[src/rtl/reg_ctrl_multi.sv]
// Multi-register controller: DEPTH x DATA_W bank behind a sel/ready handshake
// with byte strobes, read-only masking, programmable wait states and error status.
module reg_ctrl_multi #(
    parameter int                DATA_W      = 16,
    parameter int                DEPTH       = 4,
    parameter int                ADDR_W      = 8,
    parameter int                WAIT_CYCLES = 2,
    parameter logic [DATA_W-1:0] RESET_VAL   = '0,
    parameter logic [DEPTH-1:0]  RO_MASK     = '0
) (
    input  logic                     clk,
    input  logic                     rst,
    input  logic                     sel,
    input  logic                     wr,
    input  logic [ADDR_W-1:0]        addr,
    input  logic [DATA_W-1:0]        wdata,
    input  logic [DATA_W/8-1:0]      wstrb,
    output logic [DATA_W-1:0]        rdata,
    output logic                     ready,
    output logic                     err,
    output logic [7:0]               err_cnt,
    output logic [DATA_W*DEPTH-1:0]  regs_flat
);

    localparam int              NB      = DATA_W / 8;
    localparam int              IDX_W   = (DEPTH > 1) ? $clog2(DEPTH) : 1;
    localparam logic [ADDR_W:0] DEPTH_A = (ADDR_W + 1)'(DEPTH);
    localparam logic [3:0]      WAIT_LD = 4'(WAIT_CYCLES);

    typedef enum logic [1:0] {
        S_IDLE = 2'd0,
        S_WAIT = 2'd1,
        S_RESP = 2'd2
    } state_t;

    state_t              state_r, state_s;
    logic [3:0]          cnt_r, cnt_s;
    logic                wr_r;
    logic [ADDR_W-1:0]   addr_r;
    logic [DATA_W-1:0]   wdata_r;
    logic [NB-1:0]       wstrb_r;
    logic [DATA_W-1:0]   regs_r [DEPTH];
    logic [IDX_W-1:0]    idx_s;
    logic                addr_ok_s;
    logic                ro_s;
    logic                err_s;
    logic                commit_s;
    logic [DATA_W-1:0]   rd_val_s;
    logic [DATA_W-1:0]   rdata_r;
    logic                ready_r;
    logic                err_r;
    logic [7:0]          err_cnt_r;

    // Decode of the latched request; commit happens on the edge leaving the last wait cycle.
    always_comb begin
        idx_s     = addr_r[IDX_W-1:0];
        addr_ok_s = ({1'b0, addr_r} < DEPTH_A);
        commit_s  = (state_r == S_WAIT) && (cnt_r == 4'd0);
        if (addr_ok_s) begin
            ro_s     = RO_MASK[idx_s];
            rd_val_s = regs_r[idx_s];
        end else begin
            ro_s     = 1'b0;
            rd_val_s = '0;
        end
        err_s = !addr_ok_s || (wr_r && ro_s);
    end

    // Next-state logic. The wait counter starts at WAIT_CYCLES so that ready
    // lands WAIT_CYCLES+1 edges after sel is sampled, including the zero-wait case.
    always_comb begin
        state_s = state_r;
        cnt_s   = cnt_r;
        case (state_r)
            S_IDLE: begin
                if (sel) begin
                    state_s = S_WAIT;
                    cnt_s   = WAIT_LD;
                end else begin
                    state_s = S_IDLE;
                end
            end
            S_WAIT: begin
                if (cnt_r == 4'd0) begin
                    state_s = S_RESP;
                end else begin
                    cnt_s = cnt_r - 4'd1;
                end
            end
            S_RESP:  state_s = S_IDLE;
            default: state_s = S_IDLE;
        endcase
    end

    // State and wait-counter register.
    always_ff @(posedge clk) begin
        if (rst) begin
            state_r <= S_IDLE;
            cnt_r   <= 4'd0;
        end else begin
            state_r <= state_s;
            cnt_r   <= cnt_s;
        end
    end

    // Request capture; later changes on the bus are ignored until the next IDLE.
    always_ff @(posedge clk) begin
        if (rst) begin
            wr_r    <= 1'b0;
            addr_r  <= '0;
            wdata_r <= '0;
            wstrb_r <= '0;
        end else if ((state_r == S_IDLE) && sel) begin
            wr_r    <= wr;
            addr_r  <= addr;
            wdata_r <= wdata;
            wstrb_r <= wstrb;
        end
    end

    // Register bank with per-byte-lane write commit.
    always_ff @(posedge clk) begin
        if (rst) begin
            for (int i = 0; i < DEPTH; i++) begin
                regs_r[i] <= RESET_VAL;
            end
        end else if (commit_s && wr_r && !err_s) begin
            for (int b = 0; b < NB; b++) begin
                if (wstrb_r[b]) begin
                    regs_r[idx_s][b*8 +: 8] <= wdata_r[b*8 +: 8];
                end
            end
        end
    end

    // Response outputs, driven only in the RESP cycle, and saturating error counter.
    always_ff @(posedge clk) begin
        if (rst) begin
            ready_r   <= 1'b0;
            err_r     <= 1'b0;
            rdata_r   <= '0;
            err_cnt_r <= 8'd0;
        end else begin
            ready_r <= commit_s;
            err_r   <= commit_s && err_s;
            rdata_r <= (commit_s && !wr_r) ? rd_val_s : '0;
            if (commit_s && err_s && (err_cnt_r != 8'hFF)) begin
                err_cnt_r <= err_cnt_r + 8'd1;
            end
        end
    end

    for (genvar g = 0; g < DEPTH; g++) begin : g_flat
        assign regs_flat[g*DATA_W +: DATA_W] = regs_r[g];
    end

    assign rdata   = rdata_r;
    assign ready   = ready_r;
    assign err     = err_r;
    assign err_cnt = err_cnt_r;

endmodule

[config.mk]
export PLATFORM = sky130hd
export DESIGN_NAME = reg_ctrl_multi
export DESIGN_NICKNAME = d
export VERILOG_FILES = /design/src/rtl/reg_ctrl_multi.sv
export SDC_FILE = /design/constraint.sdc
export NUM_CORES = 1
export LEC_CHECK = 0
export ABC_AREA = 0
export ABC_CLOCK_PERIOD_IN_PS = 3800
export BUFFER_PORTS_ARGS = -buffer_cell sky130_fd_sc_hd__buf_2
export CAP_MARGIN = 20
export CORE_MARGIN = 2
export CORE_UTILIZATION = 55
export CTS_CLUSTER_SIZE = 8
export DETAILED_ROUTE_END_ITERATION = 10
export GPL_ROUTABILITY_DRIVEN = 0
export HOLD_SLACK_MARGIN = 0.1
export PLACE_DENSITY = 0.89
export SYNTH_ARGS = -nofsm -noshare
export SYNTH_HDL_FRONTEND = slang
export SYNTH_SLANG_ARGS = --single-unit
[constraint.sdc]
create_clock -name clk -period 3.8 [get_ports clk]
set_input_delay 0.19 -clock clk [delete_from_list [all_inputs] [get_ports clk]]
set_output_delay 0.19 -clock clk [all_outputs]
set_load 0.01 [all_outputs]
Word-level counts from Yosys, hierarchy flattened --
Memory sizes are Yosys's and may differ from the RTL's. A register that Yosys moved wholly into a read port is not among the register bits. Index checks and enable logic that the tools add are counted.
Cells by class: add/subtract/negate cells 2, order comparisons 2, equality and inequality tests 5, mux-type cells 22, bitwise operators 2, reduce and logical (&&, ||, !) cells 18
Operators by type and width (number):
- $mux W16 | 1
- $reduce_or A16 Y1 | 1
- $mux W1 | 13
- $add A8 B1 Y8 const B | 1
- $logic_and A1 B1 Y1 | 8
- $lt A8 B3 Y1 const B | 1
- $mux W4 | 2
- $ne A8 B8 Y1 const B | 1
- $pmux W4 S2 | 1
- $mux W2 | 3
- $logic_not A4 Y1 | 1
- $ne A2 B2 Y1 const B | 2
- $pmux W2 S2 | 1
- $sub A4 B1 Y4 const B | 1
- $logic_not A1 Y1 | 3
- $lt A2 B3 Y1 const B | 1
- $reduce_and A3 Y1 | 1
- $reduce_or A3 Y1 | 1
- $bmux W1 S2 | 1
- $eq A2 B1 Y1 const B | 1
- $logic_not A2 Y1 | 1
- $ne A2 B1 Y1 const B | 1
- $not A1 Y1 | 2
- $reduce_bool A2 Y1 | 1
- $logic_or A1 B1 Y1 | 1
Storage, ports and cells: bits in registers 43, RAM bits 64, output and inout bits 90, word-level logic and storage cells 61, memories 1
Memory list:
- regs_r | words 4, width 16, read ports 5, clocked after memory_dff 1, write ports 4, RTL line 42 | logic [DATA_W-1:0] regs_r [DEPTH];

Depth between registers and ports, before layout --
depth after elaboration 12, gate-level depth with buffers 7

Worst setup path after synthesis --
Ideal clock, no wire load.
kind reg2reg, start register cnt_r[0], end memory regs_r[2][10] (enable), setup time 387 ps, arrival 1842 ps, slack 1571 ps, stages on the path, launching flop included 6, path buffers 0, clock period less this slack 2229 ps, cell sequence dfxtp_1 > inv_1 > ha_1 > nor3b_1 > nand4_1 > o31ai_1
RTL lines:
- start: declaration | RTL line 37 | logic [3:0] cnt_r, cnt_s;
- start signal: assignment | RTL line 102 | cnt_r <= cnt_s;
- end: declaration | RTL line 42

==> results_dict.tcl <==
set metrics [dict create \
    share_seq_of_total_power_pct 42.8 \
    drive_gt1_share_pct 33.2 \
    synth_area_per_cell_um2 12.1 \
    ant_nets 0 \
    yosys_warnings 0 \
    wire_per_inst_um 19.1 \
    buffer_ports.inserted 119 \
    synth_mux_area_share_pct 7.41 \
    finalClockSkew_ns 0.0113 \
    p_comb_share_pct 7.8 \
    critical_path_peak_fanout 10 \
    grt-ovfl-total 0 \
    postCtsResizedCells 0 \
    number_of_buffers_created_by_cts 17 \
    worstSetupEndpointType "flop" \
    top_signal_layer_used "met4" \
    routed-wl-met2_um 6710 \
    postSynthRegisterBits 123 \
    main_combinational_cell_family_by_area_after_synthesis "simple AND/OR/NAND/NOR gates" \
    post_synth_inst_count 415 \
    antenna_cells_inserted 0 \
    syn-num-nets 448 \
    viasPerCell 5.77 \
    core_region_area_mm2 0.00876 \
    clock_power_share_pct 49.3 \
    crit_chain "inv_1, ha_1, nor3b_1, nand3_2, nor4_2, or2_2" \
    max-slew-margin-rel_pct 26.6 \
    io_pins 120 \
    floorplan.rows 34 \
    critical-path-top-delay-family "simple AND/OR/NAND/NOR gates" \
    max_incr_delay_on_cp_ns 0.68 \
    finalSetupViolCount 0 \
    clock_sinks 123 \
    drt_pass1_iterations 6 \
    globalRouteTotalUtil_pct 27.1 \
    fp.dieW_um 99.5 \
    dpl.hpwl_um 7920 \
    worst_setup_path_start_kind "flop" \
    cts-htree-levels 4 \
    initial_utilization_pct 57.2 \
    internal-power_w 0.00267 \
    drv_slew 0 \
    clk_path_buf_depth 2 \
    post_synth_fa_ha_maj_area_fraction_pct 0.749 \
    final-instance-count-excl-fill 690 \
    rsz0062_at_grt "false" \
    cp_data_required_time_ns 4.00 \
    route.layer.met1.wl_um 4870 \
    async_set_reset_flop_share_out_of_synthesis_pct 0 \
    cp_data_arrival_time_ns 2.89 \
    dr_wl_met3_um 1150 \
    timing.hold.worst.class "in -> reg" \
    worst-path-buf-inv 1 \
    power.net_switching_w 0.000834 \
    detail_route.drc_violations 0 \
    slowest_stage "nor4_2" \
    synth.lib_cells_used.distinct 39 \
    cellLeakagePower_nw 2.73 \
    worstMarginPinSlew_ns 1.10 \
    die_height_um 99.5 \
    worst_ir_drop_vdd_v 0.000385 \
    r2r_setup_slack_ns 1.12 \
    outcome "complete, no violations" \
    synth_compound_area_share_pct 5.94 \
    via_count_of_the_first_global_routing_pass 3916 \
    placed_cells_incl_taps 630 \
    num_vias 3978 \
    fp.dieArea_mm2 0.00990 \
    cts.clk_slew.worst_paths_ns 0.06 \
    mappedNetlistArea_mm2 0.00501 \
    grt_first_pass_wirelength_um 20200 \
    drt_first_iter_violations 271 \
    tritoncts_clock_tree "done" \
    synth.yosys.seq_area_share_pct 61.9 \
    swShare_pct 23.8 \
    post_route_clock_period_utilization_pct 70.6 \
    number_of_synthesized_flops_with_an_enable_pin 64 \
    syn2layout_area_growth_pct 32.4 \
    final.setup.tns_ns 0 \
    achievable-frequency_mhz 373 \
    clk_latency_ns 0.52 \
    max-cap-violations 0 \
    dominantRegCellSynth "edfxtp_1" \
    final_net_count 602 \
    synth_simple_gate_area_share_pct 21.6 \
    criticalPathCategory "reg -> reg" \
    final_min_period_ns 2.68 \
    grt_start_max_net_pins 45 \
    synthXorXnorAreaFrac_pct 0.349 \
    power_per_cell_area_mw_per_mm2 528 \
    final_hold_viol_count 0 \
    grt_antenna_before_repair 0 \
    cts_root_buf "clkbuf_8" \
    drt_wirelength_um 13200 \
]
worst register-to-register path: stages, from the launching register on:
cell and delay [ns]:
dfxtp_1 0.33, inv_1 0.11, ha_1 0.18, nor3b_1 0.37, nand3_2 0.32, nor4_2 0.69
or2_2 0.37
path summary, 6_finish.rpt:
check,from,to,depth (start not counted)
setup / recovery,cnt_r[0],regs_r[0][7],6
hold / removal,rst,err_cnt[3],4
setup reg to reg,cnt_r[0],regs_r[0][7],6
hold reg to reg,addr_r[6],addr_r[6],2
sequential cells by signal, summed over array words and instances, names as in the netlist:
| register | count |
|---|---|
| wdata_r | 16 |
| err_cnt | 8 |
| wr_r | 1 |
| cnt_r | 4 |
| addr_r | 8 |
| ready | 1 |
| state_r | 2 |
| rdata | 16 |
| err | 1 |
| wstrb_r | 2 |
| regs_r | 64 |
kinds of logic after synthesis:
family / after synthesis
compound gates: 50
xor+xnor: 2
fa+ha+maj: 3
buf+inv: 27
flops: 123
mux: 17
simple gates: 193
power by group through the flow:
stage          Combinational [W]  Clock, W  Sequential (W)
6_report                0.000275   0.00173         0.00150
5_1_grt                 0.000298   0.00178         0.00151
4_1_cts                 0.000268   0.00172         0.00150
3_5_place_dp            0.000240         0         0.00152
3_3_place_gp            0.000232         0         0.00152
2_1_floorplan           0.000154         0         0.00152
routing by layer:
layer / vias to the layer above / global-route usage, %
met5: - / 0
met4: 0 / 13.1
met3: 48 / 6.54
met2: 244 / 46.3
met1: 1892 / 32.3
li1: 1794 / -
layout make-up:
class | instances | area [um2]
flip-flops and latches | 123 | 3100
fillers | 537 | 2130
multi-input cells | 265 | 1810
repair buffers | 153 | 926
clock buffers | 18 | 428
clock inverters | 14 | 206
well taps | 108 | 135
inverters | 9 | 33.8
synthesized netlist by cell type, drive strengths merged, types with 6 or more instances:
cell    number  share of area (%)
nor4         8                1.9
a21oi       32                3.2
nand3        8               0.90
nor2         9               0.67
inv          8               0.60
or2          6               0.75
nor2b       18                2.2
nand2       62                4.7
edfxtp      64                 38
mux4        16                7.2
clkbuf      13               0.97
dfxtp       59                 24
and2        63                7.9
o31ai        7                1.0
per-stage QoR:
step	total power [W]	area, um2	setup WS, ns	util, %	hold slack, ns
6_report	0.00350	6640	1.12	75.7	0.208
5_1_grt	0.00358	6640	0.936	75.7	0.241
4_1_cts	0.00349	6620	1.18	75.6	0.192
3_5_place_dp	0.00176	5720	1.25	65.2	0.441
3_3_place_gp	0.00175	5720	1.48	65.2	0.430
2_1_floorplan	0.00167	5010	1.57	-	0.326
layout by cell type, fill, tap and decap left out, types with 2 or more instances in the layout:
master	instances
a21oi_1	32
and2_1	63
buf_2	119
buf_4	6
bufinv_16	4
clkbuf_16	16
clkbuf_8	2
clkinv_4	3
dfxtp_1	59
dlygate4sd3_1	27
edfxtp_1	64
ha_1	3
inv_1	8
inv_6	6
mux4_2	16
nand2_1	61
nand2b_1	3
nand3_1	7
nand4_1	3
nor2_1	9
nor2b_1	18
nor3_1	4
nor4_2	7
o211ai_1	3
o21ai_0	2
o31ai_1	7
o41ai_1	2
or2_2	6
or3_1	2
or4_1	3
xor2_1	2
repair_timing:
item	4_1_cts	5_1_grt
buffers inserted	0	0
hold buffers	27	0
hold endpoints to repair	27	0
Power figures use the tool's default switching activity.
